**src/rtl/prog_loader.sv**
```systemverilog
// rtl/prog_loader.sv - UART byte stream to instruction-memory word writes
// Holds the CPU in reset while a length-prefixed big-endian program image is loaded.
module prog_loader #(
    parameter int ADDR_WIDTH     = 14,
    parameter int TIMEOUT_CYCLES = 1000000
) (
    input  logic                  clock,
    input  logic                  reset,
    input  logic                  start,
    input  logic [7:0]            rx_byte,
    input  logic                  rx_valid,
    output logic                  wr_en,
    output logic [ADDR_WIDTH-1:0] wr_addr,
    output logic [31:0]           wr_data,
    output logic                  cpu_hold,
    output logic                  done,
    output logic                  error,
    output logic [ADDR_WIDTH:0]   word_count
);

    localparam int          IDLE_W   = $clog2(TIMEOUT_CYCLES + 1);
    localparam logic [31:0] CAPACITY = 32'd1 << ADDR_WIDTH;

    typedef enum logic [2:0] {
        S_IDLE,
        S_LEN_HI,
        S_LEN_LO,
        S_DATA,
        S_DONE,
        S_ERROR
    } state_t;

    state_t                r_state;
    state_t                w_state_next;
    logic [15:0]           r_len;
    logic [23:0]           r_asm;
    logic [1:0]            r_byte_idx;
    logic [IDLE_W-1:0]     r_idle;
    logic                  r_wr_en;
    logic [31:0]           r_wr_data;
    logic [ADDR_WIDTH-1:0] r_addr;
    logic [ADDR_WIDTH:0]   r_word_count;
    logic                  r_cpu_hold;
    logic                  r_done;
    logic                  r_error;

    logic [15:0]           w_len_full;
    logic                  w_timeout;
    logic                  w_last_word;
    logic                  w_cpu_hold_next;
    logic                  w_done_next;
    logic                  w_error_next;

    assign w_len_full  = {r_len[15:8], rx_byte};
    assign w_timeout   = !rx_valid && ((32'(r_idle) + 32'd1) >= 32'(TIMEOUT_CYCLES));
    assign w_last_word = (32'(r_word_count) + 32'd1) == {16'd0, r_len};

    // State and status flags; flags are derived from the next state so they stay registered.
    always_ff @(posedge clock or posedge reset) begin
        if (reset) begin
            r_state    <= S_IDLE;
            r_cpu_hold <= 1'b0;
            r_done     <= 1'b0;
            r_error    <= 1'b0;
        end else begin
            r_state    <= w_state_next;
            r_cpu_hold <= w_cpu_hold_next;
            r_done     <= w_done_next;
            r_error    <= w_error_next;
        end
    end

    always_comb begin
        w_state_next = r_state;
        case (r_state)
            S_LEN_HI: begin
                if (rx_valid) w_state_next = S_LEN_LO;
            end
            S_LEN_LO: begin
                if (rx_valid) begin
                    if (w_len_full == 16'd0)                  w_state_next = S_DONE;
                    else if ({16'd0, w_len_full} > CAPACITY) w_state_next = S_ERROR;
                    else                                      w_state_next = S_DATA;
                end else if (w_timeout) begin
                    w_state_next = S_ERROR;
                end
            end
            S_DATA: begin
                if (r_wr_en && w_last_word) w_state_next = S_DONE;
                else if (w_timeout)         w_state_next = S_ERROR;
            end
            default: ;
        endcase
        if (start) w_state_next = S_LEN_HI;
    end

    always_comb begin
        w_cpu_hold_next = 1'b0;
        w_done_next     = 1'b0;
        w_error_next    = 1'b0;
        case (w_state_next)
            S_LEN_HI, S_LEN_LO, S_DATA: w_cpu_hold_next = 1'b1;
            S_DONE:                     w_done_next     = 1'b1;
            S_ERROR: begin
                w_cpu_hold_next = 1'b1;
                w_error_next    = 1'b1;
            end
            default: ;
        endcase
    end

    always_ff @(posedge clock or posedge reset) begin
        if (reset) begin
            r_len        <= '0;
            r_asm        <= '0;
            r_byte_idx   <= '0;
            r_idle       <= '0;
            r_wr_en      <= 1'b0;
            r_wr_data    <= '0;
            r_addr       <= '0;
            r_word_count <= '0;
        end else if (start) begin
            r_byte_idx   <= '0;
            r_idle       <= '0;
            r_wr_en      <= 1'b0;
            r_addr       <= '0;
            r_word_count <= '0;
        end else begin
            r_wr_en <= 1'b0;
            case (r_state)
                S_LEN_HI: begin
                    if (rx_valid) begin
                        r_len[15:8] <= rx_byte;
                        r_idle      <= '0;
                    end
                end
                S_LEN_LO: begin
                    if (rx_valid) begin
                        r_len[7:0] <= rx_byte;
                        r_idle     <= '0;
                    end else begin
                        r_idle <= r_idle + IDLE_W'(1);
                    end
                end
                S_DATA: begin
                    if (rx_valid) begin
                        r_idle     <= '0;
                        r_asm      <= {r_asm[15:0], rx_byte};
                        r_byte_idx <= r_byte_idx + 2'd1;
                        if (r_byte_idx == 2'd3) begin
                            r_wr_data <= {r_asm, rx_byte};
                            r_wr_en   <= 1'b1;
                        end
                    end else begin
                        r_idle <= r_idle + IDLE_W'(1);
                    end
                    // Write completes at the end of the strobe; hold the address on the final word so it cannot wrap.
                    if (r_wr_en) begin
                        r_word_count <= r_word_count + 1'b1;
                        if (!w_last_word) r_addr <= r_addr + 1'b1;
                    end
                end
                default: ;
            endcase
        end
    end

    assign wr_en      = r_wr_en;
    assign wr_addr    = r_addr;
    assign wr_data    = r_wr_data;
    assign cpu_hold   = r_cpu_hold;
    assign done       = r_done;
    assign error      = r_error;
    assign word_count = r_word_count;

endmodule

```
**config.mk**
```make
export PLATFORM = sky130hd
export DESIGN_NAME = prog_loader
export DESIGN_NICKNAME = d
export VERILOG_FILES = /design/src/rtl/prog_loader.sv
export SDC_FILE = /design/constraint.sdc
export NUM_CORES = 1
export LEC_CHECK = 0
export ABC_AREA = 1
export BUFFER_PORTS_ARGS = -buffer_cell sky130_fd_sc_hd__buf_2
export CAP_MARGIN = 10
export CORE_ASPECT_RATIO = 1.2
export CORE_MARGIN = 3
export CORE_UTILIZATION = 53
export DETAILED_ROUTE_END_ITERATION = 12
export GPL_TIMING_DRIVEN = 0
export PLACE_DENSITY = 0.77
export RECOVER_POWER = 100
export SETUP_SLACK_MARGIN = 0.5
export SYNTH_ARGS = -nofsm -noshare
export SYNTH_HDL_FRONTEND = slang
export SYNTH_SLANG_ARGS = --single-unit
```
**constraint.sdc**
```tcl
create_clock -name clock -period 3.95 [get_ports clock]
set_input_delay 0.5925 -clock clock [delete_from_list [all_inputs] [get_ports clock]]
set_output_delay 0.5925 -clock clock [all_outputs]
set_load 0.02 [all_outputs]
```
# [Word level (Yosys, flattened, before mapping)]
# Cells that the tools add are included.
[totals] inputBits=12 register_bits=130 elab_cells=81 latchBits=0 rom_bits=0 out_inout_bits=65 mem_bits_rw=0 mem_count=0
[op_classes] eq_ne=12 add_sub_neg=6 shift=0 mul=0 reduce_logical=18 div_mod_pow=0 n_lt_le_gt_ge=2 muxes=29 bitwise=1
[ops] op="20-bit two-way mux" count=3
[ops] op="14-bit two-way mux" count=4
[ops] op="15-bit two-way mux" count=3
[ops] op="20-bit case mux with 2 select lines" count=1
[ops] op="20-bit by 1-bit adder with 21-bit output, second input constant" count=1
[ops] op="21-bit by 20-bit >= comparator with 1-bit output, second input constant" count=1
[ops] op="3-bit two-way mux" count=7
[ops] op="20-bit by 1-bit adder with 20-bit output, second input constant" count=1
[ops] op="15-bit by 1-bit adder with 16-bit output, second input constant" count=1
[ops] op="16-bit equality test" count=1
[ops] op="16-bit by 15-bit greater-than comparator with 1-bit output, second input constant" count=1
[ops] op="16-bit logical NOT" count=1
[ops] op="15-bit by 1-bit adder with 15-bit output, second input constant" count=1
[ops] op="14-bit by 1-bit adder with 14-bit output, second input constant" count=1
[ops] op="3-bit by 2-bit equality test with 1-bit output, second input constant" count=4
[ops] op="3-bit AND reduction" count=4
[ops] op="3-bit case mux with 3 select lines" count=1
[ops] op="1-bit two-way mux" count=7
[ops] op="3-bit by 1-bit equality test with 1-bit output, second input constant" count=2
[ops] op="3-bit equality test, second input constant" count=2
[ops] op="2-bit two-way mux" count=3
[ops] op="2-bit AND reduction" count=3
[ops] op="2-bit nonzero test" count=3
[ops] op="4-bit AND reduction" count=1
[ops] op="other kinds (10)" count=11

# [Depth between registers and ports, before layout]
# Gate-level depths: netlist (run 1).
[logic_depth] word_depth=10 mapped_depth=19 ltp_nobuf=19

# [Worst setup path before layout (run 1)]
# Ideal clock, no wire load.
[synth_timing] path_type="flip-flop to flip-flop" from="register r_word_count[0] (netlist: word_count[0])" to="register r_addr[5] (netlist: wr_addr[5])" path_slack_ps=1700 t_arrival_ps=2127 n_path_buf=1 setup_ps=123 t_required_ps=3827 synth_period_minus_slack_ps=2250 stages_incl_launch_ff=16 cell_sequence="dfrtp_1 -> ha_1 -> nand2_2 -> nor2_8 -> nand2_2 -> clkinv_1 -> nand3_1 -> nand2_1 -> nand2_1 -> nand3_1 -> nor2_2 -> a21oi_2 -> buf_6 -> nand2_1 -> o21ai_0 -> a21oi_1"
[synth_between] elab_chain_len=4
[synth_lines] element="from (decl)" line_no="42" source="logic [ADDR_WIDTH:0] r_word_count;"
[synth_lines] element="from (signal assigned)" line_no="159" source="r_word_count <= r_word_count + 1'b1;"
[synth_lines] element="15-bit by 1-bit adder with 16-bit output" line_no="56" source="assign w_last_word = (32'(r_word_count) + 32'd1) == {16'd0, r_len};"
[synth_lines] element="16-bit equality test" line_no="56"
[synth_lines] element="2-bit != test (no source line)"
[synth_lines] element="3-bit AND reduction (no source line)"
[synth_lines] element="to (signal assigned)" line_no="160" source="if (!w_last_word) r_addr <= r_addr + 1'b1;"
[synth_lines] element="to (decl)" line_no="41" source="logic [ADDR_WIDTH-1:0] r_addr;"
# Every way passes these cells.
# A chain may end at the register's enable or synchronous reset.

# [Worst setup path after layout (run 1)]
# Ends and elaborated chain as after synthesis.

==> reports/qor.yml, run 1 <==
grt-ovfl-total: 0
cp_num_cells: 12
post_cts_resized: 0
grt_max_degree: 38
dp.final_hpwl_mm: 11.3
place_area_sq_um: 7090
diodes: 0
synth_top_area_cell: "dfrtp_1"
p_per_area_nw_per_um2: 516
dieWidth_microns: 107
fin_area_sq_um: 7510
synth_top_area_share_pct: 50.4
drt_iter0_drc: 310
hold_viol: 0
grt_pass1_vias: 5552
holdWs_ps: 472
via_per_inst: 5.35
tritoncts: "yes"
h-tree-depth: 4
pre_cts_ws_ps: 1410
endpoint: "wr_addr[5]"
multiInputGateArea_sq_um: 2710
drive_gt1_share_pct: 6.99
drc: 0
synth-main-ff-cell: "dfrtp_1"
core_sq_um: 11700
worst-path-max-fanout: 10
synthesis.area_sq_um: 6450
grtUsageTotal_pct: 24.0
synth_warnings: 0
setup_viol: 0
gp_congestion: 0.932
cpLargestDelayFamily: "simple AND/OR/NAND/NOR gates"
vias: 5816
fin_setup_tns_ps: 0
min_path_type: "flip-flop to flip-flop"
drv_cap: 1
timing.fmax_mhz: 330
slew_headroom_pct: -0.00212
reg2reg_from: "word_count[0]"
start_util_pct: 55.0
r2r-end: "wr_addr[5]"
yosysSeqAreaShare_pct: 50.4
violations: "max-capacitance violations, max-slew violations"
area_growth_pct: 16.4
grt_pass1_wl_mm: 25.9
cpPeakStageDelay_ps: 490
synth-edff-count: 0
post_cts_buffers: 0
crit_required_ps: 4250
startpoint_type: "flip-flop"
synth.distinct_cells: 33
final_common_cell: "nand2_1"
finClkSkew_ps: 10.2
fin_crit_ps: 3030
clockPowerShare_pct: 38.4
drt-total-wl_mm: 15.6
avgSynthCellArea_sq_um: 7.88
ir_worst_vdd_mv: 0.401
numCtsBuffers: 17
p_leak_nw: 3.35
dieArea_sq_um: 13500
final_max_slew_viol_count: 9
syn_nets: 835
p_sw_share_pct: 31.4
cp_cell_sequence: "ha_1 -> nand2_1 -> nor2_1 -> nand3_1 -> xnor3_1 -> nand3_1 -> nor2_2 -> a21oi_1 -> buf_6 -> nand2_1 -> o21ai_0 -> a21oi_1"
cts.sinks: 130
max-clock-path-buffers: 2
syn_inst: 819
layout.nets: 933
ys_seq_elements: 130
rrSetupSlack_ps: 920
antenna_found_initial: 0
placementRows: 43
layout_common_cells: "nand2_1 (257), dfrtp_1 (130), inv_1 (93), o21ai_0 (91), clkbuf_1 (88)"
worstMarginPinSlew_ps: 1500
outcome: "finished, violations left"
comb_power_share_pct: 17.8
clkTransAtPathRegs_ps: 60
clk_latency_ps: 430
p_int_mw: 2.66
synth_area_leaders: "dfrtp_1 (50%), nand2_1 (15%), o21ai_0 (7.0%)"
p_seq_share_pct: 43.8
register_area_sq_um: 3250
post-route-period-util_pct: 76.8
avgRoutedWirePerCell_microns: 14.4
end_kind: "flip-flop"
critPathKind: "flip-flop to flip-flop"
setup.worst_path.start: "word_count[0]"
num_io_pins: 77
die_y_microns: 127
port_buffers: 76
p_sw_mw: 1.22
reg2regPathDepth: 12
crit_arrival_ps: 3330
root_buffer: "clkbuf_16"
finalWorstSetupSlack_ps: 915
rsz0062_at_grt: "no"
ant_nets: 0
async_flop_share_pct: 100
fillers: 1084
critPathSlowestCell: "nor2_1"
crit_buf_inv: 1
dr.pass1.iters: 5
cts_hold_buf: 0
[per-layer routing]
| metal | wire, microns | vias up | track usage (%) |
|---|---|---|---|
| li1 | - | 2867 | - |
| met3 | 697 | 22 | 6.11 |
| met2 | 7980 | 148 | 41.5 |
| met4 | 259 | 0 | 7.45 |
| met5 | 0 | - | 0 |
| met1 | 6670 | 2779 | 29.5 |
[area by class of cell]
class	instances	share of cell area, %
Buffer	20	1.10
Clock buffer	19	5.76
Clock inverter	13	1.72
Inverter	97	4.86
Multi-Input combinational cell	572	36.1
Sequential cell	130	43.3
Tap cell	157	2.61
Timing Repair Buffer	79	4.55
[worst min path at each step]
stage,from,end,slack [ps],cells past startpoint
2_1_floorplan,r_asm[16],wr_data[24],440,2
3_3_place_gp,r_asm[22],wr_data[30],460,2
3_5_place_dp,r_asm[20],wr_data[28],460,2
4_1_cts,reset,r_len[9],300,2
5_1_grt,r_asm[23],wr_data[31],500,2
6_report,r_asm[22],wr_data[30],470,2
[kinds of logic (layout without fill, tap and decap cells)]
family                     after synthesis  in the layout  share of synthesized area, %
AOI/OAI and AO/OA                      131            131                          10.9
xor gates and xnor gates                12             12                          2.06
adders and majority gates                4              4                         0.776
buffers and inverters                  117            228                          6.92
DFF                                    130            130                          50.4
and+or+nand+nor                        425            425                          28.9
[flip-flops by register name, indices dropped and copies added (netlist names)]
name,cells
wr_data,32
r_asm,24
r_idle,20
r_len,16
word_count,15
wr_addr,14
r_state,3
r_byte_idx,2
cpu_hold,1
done,1
error,1
wr_en,1
[power by group through the flow]
stage	Clock, mW	Combinational [mW]	Sequential (mW)
6_report	1.49	0.690	1.70
2_1_floorplan	0	0.519	1.68
3_5_place_dp	0	0.698	1.71
5_1_grt	1.57	0.801	1.72
4_1_cts	1.50	0.706	1.69
3_3_place_gp	0	0.675	1.71
[metrics by stage]
step	utilization, %	cells	power (mW)
final	64.0	1087	3.88
after global routing	64.0	1087	4.09
after CTS	65.3	1087	3.90
after detailed placement	60.5	1055	2.41
after global placement	60.0	1052	2.38
after floorplan	-	819	2.20
[synth_stat cells (2+ instances only)]
cell type and instances:
a21oi_1 12, a32o_1 2, clkbuf_1 19, clkinv_1 2, dfrtp_1 130, ha_1 4, inv_1 94, nand2_1 256
nand2_2 5, nand3_1 52, nand3_2 3, nand3b_1 8, nand4_1 21, nor2_1 50, nor2_2 13, nor2_4 2
nor3_1 5, nor4_1 5, o21ai_0 90, o21ai_1 2, o22ai_1 22, or2_2 2, xnor3_1 2, xor2_1 9
[worst register-to-register path, stage by stage (launching register included)]
cell     delay [ps]
dfrtp_1         450
ha_1            230
nand2_1         110
nor2_1          490
nand3_1         240
xnor3_1         250
nand3_1         100
nor2_2           50
a21oi_1         460
buf_6           220
nand2_1          80
o21ai_0         190
a21oi_1          60
No activity file was read; power rests on OpenSTA's default activity.
==> run 2: changes to the inputs <==
- clock period: 3.95 -> 2.6 ns (I/O delays scaled with it)
==> reports/qor.yml, run 2 (synthesized netlist as in run 1, its figures left out) <==
dr.pass1.iters: 5
grt_pass1_wl_mm: 26.4
numCtsBuffers: 17
diodes: 0
critPathKind: "flip-flop to flip-flop"
avgRoutedWirePerCell_microns: 15.1
pre_cts_ws_ps: 191
rsz0062_at_grt: "yes"
p_seq_share_pct: 42.2
outcome: "finished, violations left"
clkTransAtPathRegs_ps: 60
p_leak_nw: 3.64
place_area_sq_um: 7120
largest_reg_flops: 32
setup_viol: 0
antenna_found_initial: 0
grt-ovfl-total: 0
fin_setup_tns_ps: 0
timing.fmax_mhz: 412
p_per_area_nw_per_um2: 749
p_int_mw: 4.13
ant_nets: 0
min_path_type: "input pin to flip-flop"
slew_headroom_pct: -23.5
grtUsageTotal_pct: 24.5
crit_arrival_ps: 2770
cts.sinks: 130
crit_required_ps: 2940
grt_max_degree: 42
root_buffer: "clkbuf_16"
tritoncts: "yes"
hold_viol: 0
dieWidth_microns: 107
clockPowerShare_pct: 37.4
max-clock-path-buffers: 2
fin_area_sq_um: 8150
p_sw_mw: 1.98
num_io_pins: 77
port_buffers: 76
worstMarginPinSlew_ps: 1840
core_sq_um: 11700
area_growth_pct: 26.3
drive_gt1_share_pct: 18.0
worst-path-max-fanout: 5
placementRows: 43
violations: "max-capacitance violations, max-slew violations"
startpoint_type: "flip-flop"
h-tree-depth: 4
die_y_microns: 127
dieArea_sq_um: 13500
finClkSkew_ps: 8.61
final_max_slew_viol_count: 41
fin_crit_ps: 2430
layout.nets: 958
p_sw_share_pct: 32.4
post-route-util_pct: 69.5
drc: 0
drv_cap: 1
final_cells: 1111
gp_congestion: 0.937
grt_pass1_vias: 5753
start_util_pct: 55.0
post-route-period-util_pct: 93.4
final_common_cell: "nand2_1"
layout_common_cells: "nand2_1 (232), dfrtp_1 (126), inv_1 (92), o21ai_0 (80), clkbuf_1 (76)"
placed_cells: 1055
drt_iter0_drc: 346
ir_worst_vdd_mv: 0.664
drt-total-wl_mm: 16.8
end_kind: "flip-flop"
clk_latency_ps: 430
via_per_inst: 5.43
vias: 6038
comb_power_share_pct: 20.4
finalWorstSetupSlack_ps: 170
dp.final_hpwl_mm: 11.2
-- run 2: worst paths after layout --
| check | start | endpoint | slack [ps] | cells after the start |
|---|---|---|---|---|
| min | rx_byte[7] | r_len[15] | 300 | 3 |
| max reg2reg | word_count[1] | done | 170 | 17 |
| min reg2reg | r_asm[18] | wr_data[26] | 470 | 2 |
| max in group asynchronous | reset | wr_data[12] | 590 | 5 |
| max | word_count[1] | done | 170 | 17 |
| min in group asynchronous | reset | word_count[0] | 430 | 2 |
-- run 2: what timing repair did --
action | 4_1_cts | 5_1_grt
pin swaps | 17 | 36
gates cloned | 1 | 1
hold buffers | 0 | 0
endpoints found under the hold margin | 0 | 0
setup buffers | 13 | 10
gates resized for setup | 28 | 93
endpoints found under the setup margin | 68 | 73
-- run 2: critical path, stage by stage (launching register included) --
cell	delay (ps)
dfrtp_1	450
buf_4	150
nand2_1	80
nor2_4	210
nand2_1	90
nand2_1	90
nand2_1	70
nand2_1	70
nand2_1	60
nor2_2	140
nand3_2	100
nor2_4	120
nand3_2	120
nand2_1	80
nand4_1	220
inv_1	110
nand2_1	70
nor2_2	120
-- run 2: power by group through the flow --
stage / Combinational (mW) / Clock [mW] / Sequential (mW)
after CTS: 1.12 / 2.30 / 2.57
after floorplan: 0.788 / 0 / 2.55
after global routing: 1.40 / 2.39 / 2.61
after global placement: 1.03 / 0 / 2.59
after detailed placement: 1.06 / 0 / 2.60
final: 1.24 / 2.28 / 2.58
-- run 2: through the flow --
step,power [mW],hold WS (ps)
floorplan,3.34,442
global placement,3.62,458
detailed placement,3.66,458
CTS,5.99,166
global route,6.40,337
finish,6.10,299
-- run 2: metal layers --
metal / track usage, % / vias to the layer above / share of wire, %
met5: 0 / - / 0
met1: 30.2 / 2869 / 41
met2: 41.1 / 189 / 50
met3: 5.09 / 62 / 4.9
li1: - / 2918 / -
met4: 11.5 / 0 / 3.7
-- run 2: layout make-up --
class | count | area, sq um
fill | 961 | 3580
multi-input combinational | 573 | 3110
sequential | 130 | 3260
inverter | 97 | 365
clock buffer | 18 | 439
clock inverter | 13 | 128
buffer | 20 | 87.6
timing repair buffer | 103 | 559
tap | 157 | 196
==> run 3: changes to the inputs <==
- ABC_AREA: 1 -> unset
- CAP_MARGIN: 10 -> 0
- PLACE_DENSITY: 0.77 -> 0.76
==> reports/qor.yml, run 3 <==
slew_headroom_pct: 34.4
dr.pass1.iters: 5
synthesis.area_sq_um: 6530
drive_gt1_share_pct: 43.4
synth-main-ff-cell: "dfrtp_1"
rrSetupSlack_ps: -300
finalWorstSetupSlack_ps: -301
ir_worst_vdd_mv: 0.582
numCtsBuffers: 17
crit_required_ps: 2880
placementRows: 43
fin_area_sq_um: 8680
grt_pass1_wl_mm: 28.0
ys_seq_elements: 130
critPathKind: "flip-flop to flip-flop"
vias: 5555
pre_cts_ws_ps: -457
fillers: 804
yosysSeqAreaShare_pct: 49.8
drt-total-wl_mm: 17.8
dieWidth_microns: 107
r2r-end: "wr_addr[12]"
die_y_microns: 128
reg2regPathDepth: 12
gp_congestion: 0.991
max-clock-path-buffers: 2
fin_setup_tns_ps: -3060
grt-ovfl-total: 0
async_flop_share_pct: 100
crit_path_frequent_cell: "buf_6"
cts_hold_buf: 0
clk_latency_ps: 420
syn_nets: 620
largest_reg_flops: 32
grt_max_degree: 42
end_kind: "flip-flop"
layout.nets: 766
startpoint_type: "flip-flop"
final_common_cell: "dfrtp_1"
cpPeakStageDelay_ps: 590
worstMarginPinSlew_ps: 984
synth_area_leaders: "dfrtp_1 (50%), mux2_2 (13%), xnor2_1 (3.0%)"
min_path_type: "input pin to async pin"
diodes: 0
synth_top_area_share_pct: 49.8
rsz0062_at_grt: "yes"
critPathSlowestCell: "or4_4"
antenna_found_initial: 0
final_cells: 920
cp_cell_sequence: "buf_6 -> nand4_4 -> or4_4 -> or3_4 -> nand4b_1 -> nor4b_4 -> buf_4 -> nor3b_4 -> buf_6 -> nand3_2 -> xor2_1 -> nor2_1"
avgRoutedWirePerCell_microns: 19.3
core_sq_um: 11800
outcome: "finished, violations left"
timing.fmax_mhz: 345
num_io_pins: 77
post-route-period-util_pct: 112
final_max_slew_viol_count: 0
tritoncts: "yes"
power_mw: 5.75
worst-path-max-fanout: 6
synth.distinct_cells: 68
grt_pass1_vias: 5519
reg2reg_from: "word_count[5]"
cts.sinks: 130
ant_nets: 0
crit_arrival_ps: 3180
clkTransAtPathRegs_ps: 60
root_buffer: "clkbuf_16"
dieArea_sq_um: 13700
synth_most_common_cell: "dfrtp_1"
start_util_pct: 55.4
fin_crit_ps: 2900
synth_warnings: 0
p_per_area_nw_per_um2: 662
drv_cap: 0
place_area_sq_um: 7350
p_leak_nw: 3.86
register_area_sq_um: 3280
layout_common_cells: "dfrtp_1 (107), mux2_2 (72), buf_4 (48), buf_2 (47), nor2_1 (46)"
hold_viol: 0
violations: "negative setup slack"
synth_top_area_cell: "dfrtp_1"
synth-edff-count: 0
syn_inst: 604
finClkSkew_ps: 9.17
drc: 0
via_per_inst: 6.04
h-tree-depth: 4
placed_cells: 840
port_buffers: 76
synthTopCellsByCount: "dfrtp_1 (130), mux2_2 (73), nor2_1 (50)"
drt_iter0_drc: 459
avgSynthCellArea_sq_um: 10.8
dp.final_hpwl_mm: 11.0
area_growth_pct: 32.9
multiInputGateArea_sq_um: 3570
grtUsageTotal_pct: 25.7
setup_viol: 18
[run 3: changes by cell type in the layout (fill, tap and decap cells not counted), moves of 21 or more]
cell,change
nand2_1,-194
inv_1,-84
mux2_2,+72
o21ai_0,-52
clkbuf_1,-36
buf_2,+32
buf_4,+27
nand2_2,-24
nand3_1,-21
[run 3: logic make-up (layout without fill, tap and decap cells)]
kind of cell             Yosys count  after routing  share of synthesized area [%]
AO/OA/AOI/OAI                     97             97                           9.98
XOR/XNOR                          43             43                           5.77
adder cells (fa/ha/maj)            4              4                          0.767
buffers and inverters             42            200                           3.12
flip-flops                       130            130                           49.8
multiplexers                      77             77                           13.3
AND/OR/NAND/NOR                  211            212                           17.2
[run 3: routing by layer]
| metal | track usage (%) | routed length [microns] |
|---|---|---|
| met1 | 31.6 | 7190 |
| met4 | 10.2 | 556 |
| met5 | 0 | 0 |
| met2 | 43.9 | 9190 |
| met3 | 5.46 | 812 |
[run 3: worst max-delay path: cells and delay by family (launching register included)]
family | cells | cell delay, ps
XOR/XNOR | 1 | 220
flip-flops | 1 | 360
AND/OR/NAND/NOR | 8 | 1740
buffers and inverters | 3 | 460
[run 3: what timing repair did]
item / 4_1_cts / 5_1_grt
pin swaps: 23 / 29
resized for setup: 57 / 59
cloned: 1 / 1
buffers inserted: 34 / 12
endpoints found under the setup margin: 76 / 88
[run 3: worst max-delay path by stage]
stage / from / endpoint / slack (ps) / depth (start not counted)
after floorplan: r_idle[4] / cpu_hold / -130 / 10
after global placement: word_count[0] / wr_addr[13] / -460 / 12
after detailed placement: word_count[0] / wr_addr[5] / -460 / 12
after CTS: r_idle[0] / cpu_hold / -220 / 10
after global routing: word_count[5] / wr_addr[12] / -410 / 12
final: word_count[5] / wr_addr[12] / -300 / 12
[run 3: layout make-up]
class | count | area share (%)
Sequential cell | 130 | 37.8
Clock buffer | 19 | 5.22
Multi-Input combinational cell | 433 | 41.2
Buffer | 33 | 2.91
Timing Repair Buffer | 126 | 8.59
Tap cell | 157 | 2.26
Inverter | 9 | 0.404
Clock inverter | 13 | 1.63
[run 3: metrics by stage]
| stage | util [%] | hold WS, ps |
|---|---|---|
| 6_report | 73.7 | 107 |
| 5_1_grt | 73.7 | 160 |
| 4_1_cts | 71.5 | 14.2 |
| 3_5_place_dp | 62.4 | 459 |
| 3_3_place_gp | 61.9 | 485 |
| 2_1_floorplan | - | 477 |
[run 3: report_power, final]
| part | leakage (nW) | internal, mW | switching, mW |
|---|---|---|---|
| clock network | 0.291 | 1.40 | 0.994 |
| registers | 1.72 | 2.28 | 0.247 |
| logic | 1.85 | 0.421 | 0.403 |
